$ cat config.mk
export PLATFORM = sky130hd
export DESIGN_NAME = dcache_ctrl
export DESIGN_NICKNAME = d
export VERILOG_FILES = /design/src/rtl/dcache_pkg.sv /design/src/rtl/dcache_word_sel.sv /design/src/rtl/dcache_ctrl.sv
export SDC_FILE = /design/constraint.sdc
export NUM_CORES = 2
export LEC_CHECK = 0
export ABC_AREA = 1
export CAP_MARGIN = 20
export CORE_AREA = 2 2 477 479
export CTS_CLUSTER_SIZE = 24
export DETAILED_ROUTE_END_ITERATION = 16
export DIE_AREA = 0 0 479 481
export SETUP_SLACK_MARGIN = 0.4
export SLEW_MARGIN = 10
export SYNTH_ARGS = -nofsm -noshare
export SYNTH_HDL_FRONTEND = slang
export SYNTH_HIERARCHICAL = 1
export SYNTH_SLANG_ARGS = --single-unit
export TNS_END_PERCENT = 50
$ cat constraint.sdc
create_clock -name clk_i -period 6.3 [get_ports clk_i]
set_clock_uncertainty 0.15 [all_clocks]
set_input_delay 0.945 -clock clk_i [delete_from_list [all_inputs] [get_ports clk_i]]
set_output_delay 0.945 -clock clk_i [all_outputs]
set_load 0.01 [all_outputs]
$ cat src/rtl/dcache_pkg.sv
// Shared field widths, tag bit positions and controller state encoding for the
// 2-way set-associative data cache controller.
package dcache_pkg;
    localparam int TAG_W      = 23;
    localparam int INDEX_W    = 4;
    localparam int LINE_W     = 256;
    localparam int WORD_W     = 32;
    localparam int WSEL_W     = 3;
    localparam int LADDR_W    = 32 - 5;
    localparam int SRAM_TAG_W = TAG_W + 2;
    localparam int VALID_BIT  = 24;
    localparam int DIRTY_BIT  = 23;

    typedef enum logic [1:0] {IDLE, WRITEBACK, ALLOCATE, REFILL} state_t;
endpackage

$ cat src/rtl/dcache_word_sel.sv
// Extracts one 32-bit word from a cache line and builds the line with that
// word replaced by new store data.
module dcache_word_sel
    import dcache_pkg::*;
(
    input  logic [LINE_W-1:0] line,
    input  logic [WSEL_W-1:0] word_idx,
    input  logic [WORD_W-1:0] wdata,
    output logic [WORD_W-1:0] rdata,
    output logic [LINE_W-1:0] merged
);
    always_comb begin
        rdata  = line[word_idx*WORD_W +: WORD_W];
        merged = line;
        merged[word_idx*WORD_W +: WORD_W] = wdata;
    end
endmodule

$ cat src/rtl/dcache_ctrl.sv
// Data cache controller: CPU load/store front end, SRAM lookup/merge/refill and
// write-back/allocate to data memory. Define DCACHE_STATS_EN for hit/miss counters.
module dcache_ctrl
    import dcache_pkg::*;
(
    input  logic                  clk_i,
    input  logic                  rst_i,
    input  logic                  cpu_req_i,
    input  logic                  cpu_write_i,
    input  logic [31:0]           cpu_addr_i,
    input  logic [WORD_W-1:0]     cpu_data_i,
    output logic [WORD_W-1:0]     cpu_data_o,
    output logic                  cpu_stall_o,
    output logic [INDEX_W-1:0]    sram_addr_o,
    output logic [SRAM_TAG_W-1:0] sram_tag_o,
    output logic [LINE_W-1:0]     sram_data_o,
    output logic                  sram_enable_o,
    output logic                  sram_write_o,
    input  logic [SRAM_TAG_W-1:0] sram_tag_i,
    input  logic [LINE_W-1:0]     sram_data_i,
    input  logic                  sram_hit_i,
    output logic                  mem_enable_o,
    output logic                  mem_write_o,
    output logic [31:0]           mem_addr_o,
    output logic [LINE_W-1:0]     mem_data_o,
    input  logic [LINE_W-1:0]     mem_data_i,
`ifdef DCACHE_STATS_EN
    output logic [31:0]           hit_cnt_o,
    output logic [31:0]           miss_cnt_o,
`endif
    input  logic                  mem_ack_i
);
    state_t              state;
    logic [LADDR_W-1:0]  req_line;
    logic [TAG_W-1:0]    victim_tag;
    logic [LINE_W-1:0]   victim_line;
    logic [LINE_W-1:0]   fill_line;
    logic                mem_enable_q;
    logic                mem_write_q;

    logic [TAG_W-1:0]    cur_tag;
    logic [INDEX_W-1:0]  cur_index;
    logic [WORD_W-1:0]   sel_word;
    logic [LINE_W-1:0]   merged_line;
    logic                lookup_hit;
    logic                lookup_miss;
    logic                store_hit;
    logic                unused_addr_bits;

    assign cur_tag          = cpu_addr_i[31:9];
    assign cur_index        = cpu_addr_i[8:5];
    assign lookup_hit       = cpu_req_i & sram_hit_i;
    assign lookup_miss      = cpu_req_i & ~sram_hit_i;
    assign store_hit        = lookup_hit & cpu_write_i;
    assign unused_addr_bits = ^cpu_addr_i[1:0];

    dcache_word_sel u_word_sel (
        .line     (sram_data_i),
        .word_idx (cpu_addr_i[4:2]),
        .wdata    (cpu_data_i),
        .rdata    (sel_word),
        .merged   (merged_line)
    );

    assign cpu_data_o   = sel_word;
    assign cpu_stall_o  = (state != IDLE) | lookup_miss;
    assign mem_enable_o = mem_enable_q;
    assign mem_write_o  = mem_write_q;
    assign mem_data_o   = victim_line;
    assign mem_addr_o   = (state == WRITEBACK) ? {victim_tag, req_line[INDEX_W-1:0], 5'b0}
                                               : {req_line, 5'b0};

    // IDLE drives the lookup straight from the CPU; REFILL writes the fetched line.
    always_comb begin
        sram_enable_o = 1'b0;
        sram_write_o  = 1'b0;
        sram_addr_o   = req_line[INDEX_W-1:0];
        sram_tag_o    = {1'b1, 1'b0, req_line[LADDR_W-1:INDEX_W]};
        sram_data_o   = fill_line;
        case (state)
            IDLE: begin
                sram_enable_o = cpu_req_i;
                sram_write_o  = store_hit;
                sram_addr_o   = cur_index;
                sram_tag_o    = {1'b1, store_hit, cur_tag};
                sram_data_o   = merged_line;
            end
            REFILL: begin
                sram_enable_o = 1'b1;
                sram_write_o  = 1'b1;
            end
            default: ;
        endcase
    end

    always_ff @(posedge clk_i) begin
        if (rst_i) begin
            state        <= IDLE;
            mem_enable_q <= 1'b0;
            mem_write_q  <= 1'b0;
            req_line     <= '0;
            victim_tag   <= '0;
            victim_line  <= '0;
            fill_line    <= '0;
        end else begin
            case (state)
                IDLE: if (lookup_miss) begin
                    req_line     <= cpu_addr_i[31:5];
                    victim_tag   <= sram_tag_i[TAG_W-1:0];
                    victim_line  <= sram_data_i;
                    mem_enable_q <= 1'b1;
                    if (sram_tag_i[VALID_BIT] & sram_tag_i[DIRTY_BIT]) begin
                        state       <= WRITEBACK;
                        mem_write_q <= 1'b1;
                    end else begin
                        state       <= ALLOCATE;
                        mem_write_q <= 1'b0;
                    end
                end
                WRITEBACK: if (mem_ack_i) begin
                    state       <= ALLOCATE;
                    mem_write_q <= 1'b0;
                end
                ALLOCATE: if (mem_ack_i) begin
                    fill_line    <= mem_data_i;
                    mem_enable_q <= 1'b0;
                    state        <= REFILL;
                end
                REFILL:  state <= IDLE;
                default: state <= IDLE;
            endcase
        end
    end

`ifdef DCACHE_STATS_EN
    // The re-lookup right after REFILL belongs to the miss, not a new hit.
    logic relookup;

    always_ff @(posedge clk_i) begin
        if (rst_i) begin
            hit_cnt_o  <= '0;
            miss_cnt_o <= '0;
            relookup   <= 1'b0;
        end else begin
            relookup <= (state == REFILL);
            if ((state == IDLE) && lookup_hit && !relookup)
                hit_cnt_o <= hit_cnt_o + 32'd1;
            if ((state == IDLE) && lookup_miss)
                miss_cnt_o <= miss_cnt_o + 32'd1;
        end
    end
`endif
endmodule

==> results.cfg <==
[placement]
hpwl_um = 244600
dpl.cell_count = 9230
io_buffers = 1208
gp_congestion = 0.9261

[sta]
rsz0062_at_grt = false
finalSetupTns_ns = 0
tightest_slew_ns = 1.349
slew_headroom_pct = 9.370
slew_violations = 0
finalWorstPathRequiredPeriod_ns = 5.525
hold_viol = 0
max_freq_mhz = 181.0
setup_viol = 0
post-route-period-util_pct = 87.71
timing.hold.ws_ns = 0.3128

[layout]
fin_nets = 6918
stdcell_count = 9420
syn_to_final_growth_pct = 58.72
layout-drive-gt1-share_pct = 6.729
fill_cells = 25880
final_util_pct = 21.87

[worst_setup_path]
r2r_end = mem_data_o[50]
r2r_slack_ns = 2.51
r2r_cells = 9
crit_required_ns = 5.20
crit_slowest_cell = nor2_1
timing.rr.start = state[1]
cp-end-kind = output pin
slowest_delay_ns = 0.60
cpMostUsedCell = nand2_1
start_kind = input port
startpoint = cpu_addr_i[4]
cp-endpoint = sram_data_o[69]
crit_fanout = 22
path_cells = clkdlybuf4s50_1 -> inv_4 -> ha_1 -> nor2_4 -> buf_4 -> nand2_1 -> nor2_1 -> nand2_1 -> nand2_1 -> nand2_1 -> nand2_1 -> clkdlybuf4s50_1
worstPathArrival_ns = 4.43
path_class = in2out

[clocking]
ctsResizeCount = 0
htree_levels = 3
cts-root-buf = clkbuf_16
postCtsSetupRepairBufs = 0
postCtsHoldBufs = 0
cts_buffers = 78
clk_pin_slew_ns = 0.06
cts_buffer_depth = 3
clock_sinks = 566
tritoncts = built
worst_skew_pair.late_latency_ns = 0.72

[worst_hold_path]
min_delay_path_depth = 2
hp-class = reg2reg

[logic_synthesis]
netlist_top_cells_count = 1,967 x nand2_1, 1,115 x nor2_1, 599 x o21ai_0
ys_seq_area_share_pct = 36.42
synth_most_common_cell = nand2_1
synthFlopType = dfxtp_1
synth_top_area_share_pct = 36.42
yosys_warnings = 6
synthesis.area_sq_um = 31110
yosys_register_bits = 566
yosysTopAreaCell = dfxtp_1
synth_area_per_cell_sq_um = 5.856
synth_cell_types = 29
synth_edf_count = 0
synthArstFlopShare_pct = 0
synthCells = 5312
synth.area.top_cells = dfxtp_1 36%, nand2_1 24%, nor2_1 13%

[global_routing]
grt_pass1_wl_um = 369900
grt_max_degree = 149
overflow = 0
grt_pass1_vias = 36210
grtUsageMet1_pct = 28.75
antenna_found_initial = 140
grtUsageMet2_pct = 39.08
met3_usage_pct = 10.03
grt_usage_pct = 24.62
gr-max-usage-layer = met2

[route]
vias = 38650
wl_per_cell_um = 31.27
drt_pass1_iterations = 6
remaining_drc_errors = 0
ant_nets = 0
detail_route.vias_per_cell = 4.103
drtIter0Drc = 3081
drt-total-wl_um = 294600

[die]
fp.dieW_um = 479
row_count = 175
io_pins = 1217
dieArea_sq_um = 230400
core_area_sq_um = 225700
initial_core_util_pct = 13.78
die_height_um = 481

[power]
total_power_mw = 17.59
peakVddDrop_mv = 0.1858
p_leak_nw = 22.21
power.density_nw_per_um2 = 356.2

[outcome]
outcome = completed

[flow_run]
drv_cap = 0
cells by family (layout without fill, tap and decap cells):
group                      count (synthesis)  in the layout  share of synthesized area [%]
and+or+nand+nor                         3338           3338                          41.62
DFF                                      566            566                          36.42
AOI/OAI and AO/OA                        676            676                          10.88
buffers and inverters                    720           1765                          10.64
adders and majority gates                 10             10                         0.4022
other                                      2             56                        0.02414
where the power goes:
part	internal [mW]	switching (mW)	total, mW
Sequential	4.21	0.292	4.50
Combinational	3.16	5.06	8.22
Clock	2.84	2.03	4.87
Total	10.2	7.38	17.6
how the worst min path moves through the flow:
stage,startpoint,end
6_report,req_line[24],req_line[24]
5_1_grt,req_line[20],req_line[20]
4_1_cts,req_line[7],req_line[7]
3_5_place_dp,req_line[7],req_line[7]
3_3_place_gp,req_line[20],req_line[20]
2_1_floorplan,req_line[7],req_line[7]
metal layers:
metal,wire length [um],part of all wire (%)
met5,542,0.18
met4,15240,5.2
met3,30190,10
met2,131400,45
met1,117200,40
worst max-delay path, delay by kind of cell:
kind                     cells  cell delay (ns)
adder cells (fa/ha/maj)      1             0.27
AND/OR/NAND/NOR              7             1.71
buffers and inverters        4             1.47
stage by stage:
| stage | setup slack, ns | area [sq um] |
|---|---|---|
| final | 0.7746 | 49370 |
| after global routing | 0.6617 | 49290 |
| after CTS | 0.8078 | 49250 |
| after detailed placement | 0.8116 | 46560 |
| after global placement | 0.8059 | 46560 |
| after floorplan | 2.200 | 31120 |
cell usage in the layout, fill, tap and decap left out, types with 3 or more instances in the layout:
cell type,count
a21oi_1,30
buf_12,111
buf_4,158
bufinv_16,9
clkbuf_1,10
clkbuf_16,81
clkbuf_8,9
clkdlybuf4s50_1,1021
clkinv_2,11
clkinv_4,4
clkinvlp_4,7
conb_1,6
dfxtp_1,566
diode_2,50
ha_1,9
inv_1,323
inv_6,8
inv_8,4
nand2_1,1965
nand2_2,3
nand3_1,177
nor2_1,1115
nor2_8,4
nor3_1,63
o21ai_0,599
o21ai_1,46
registers in the layout, summed over array words and instances (netlist names):
signal / flops
fill_line: 256
mem_enable_o: 1
state: 2
mem_write_o: 1
mem_data_o: 256
victim_tag: 23
req_line: 27
final cells by class:
type,instances,area (sq um),share of cell area (%)
multi-input combinational,4030,16520,33.46
timing repair buffer,1292,13640,27.63
sequential,566,11330,22.95
tap,3009,3765,7.625
clock buffer,100,2188,4.432
inverter,333,1295,2.623
clock inverter,40,505.5,1.024
antenna,50,125.1,0.2534
No activity file was read; power rests on OpenSTA's default activity.
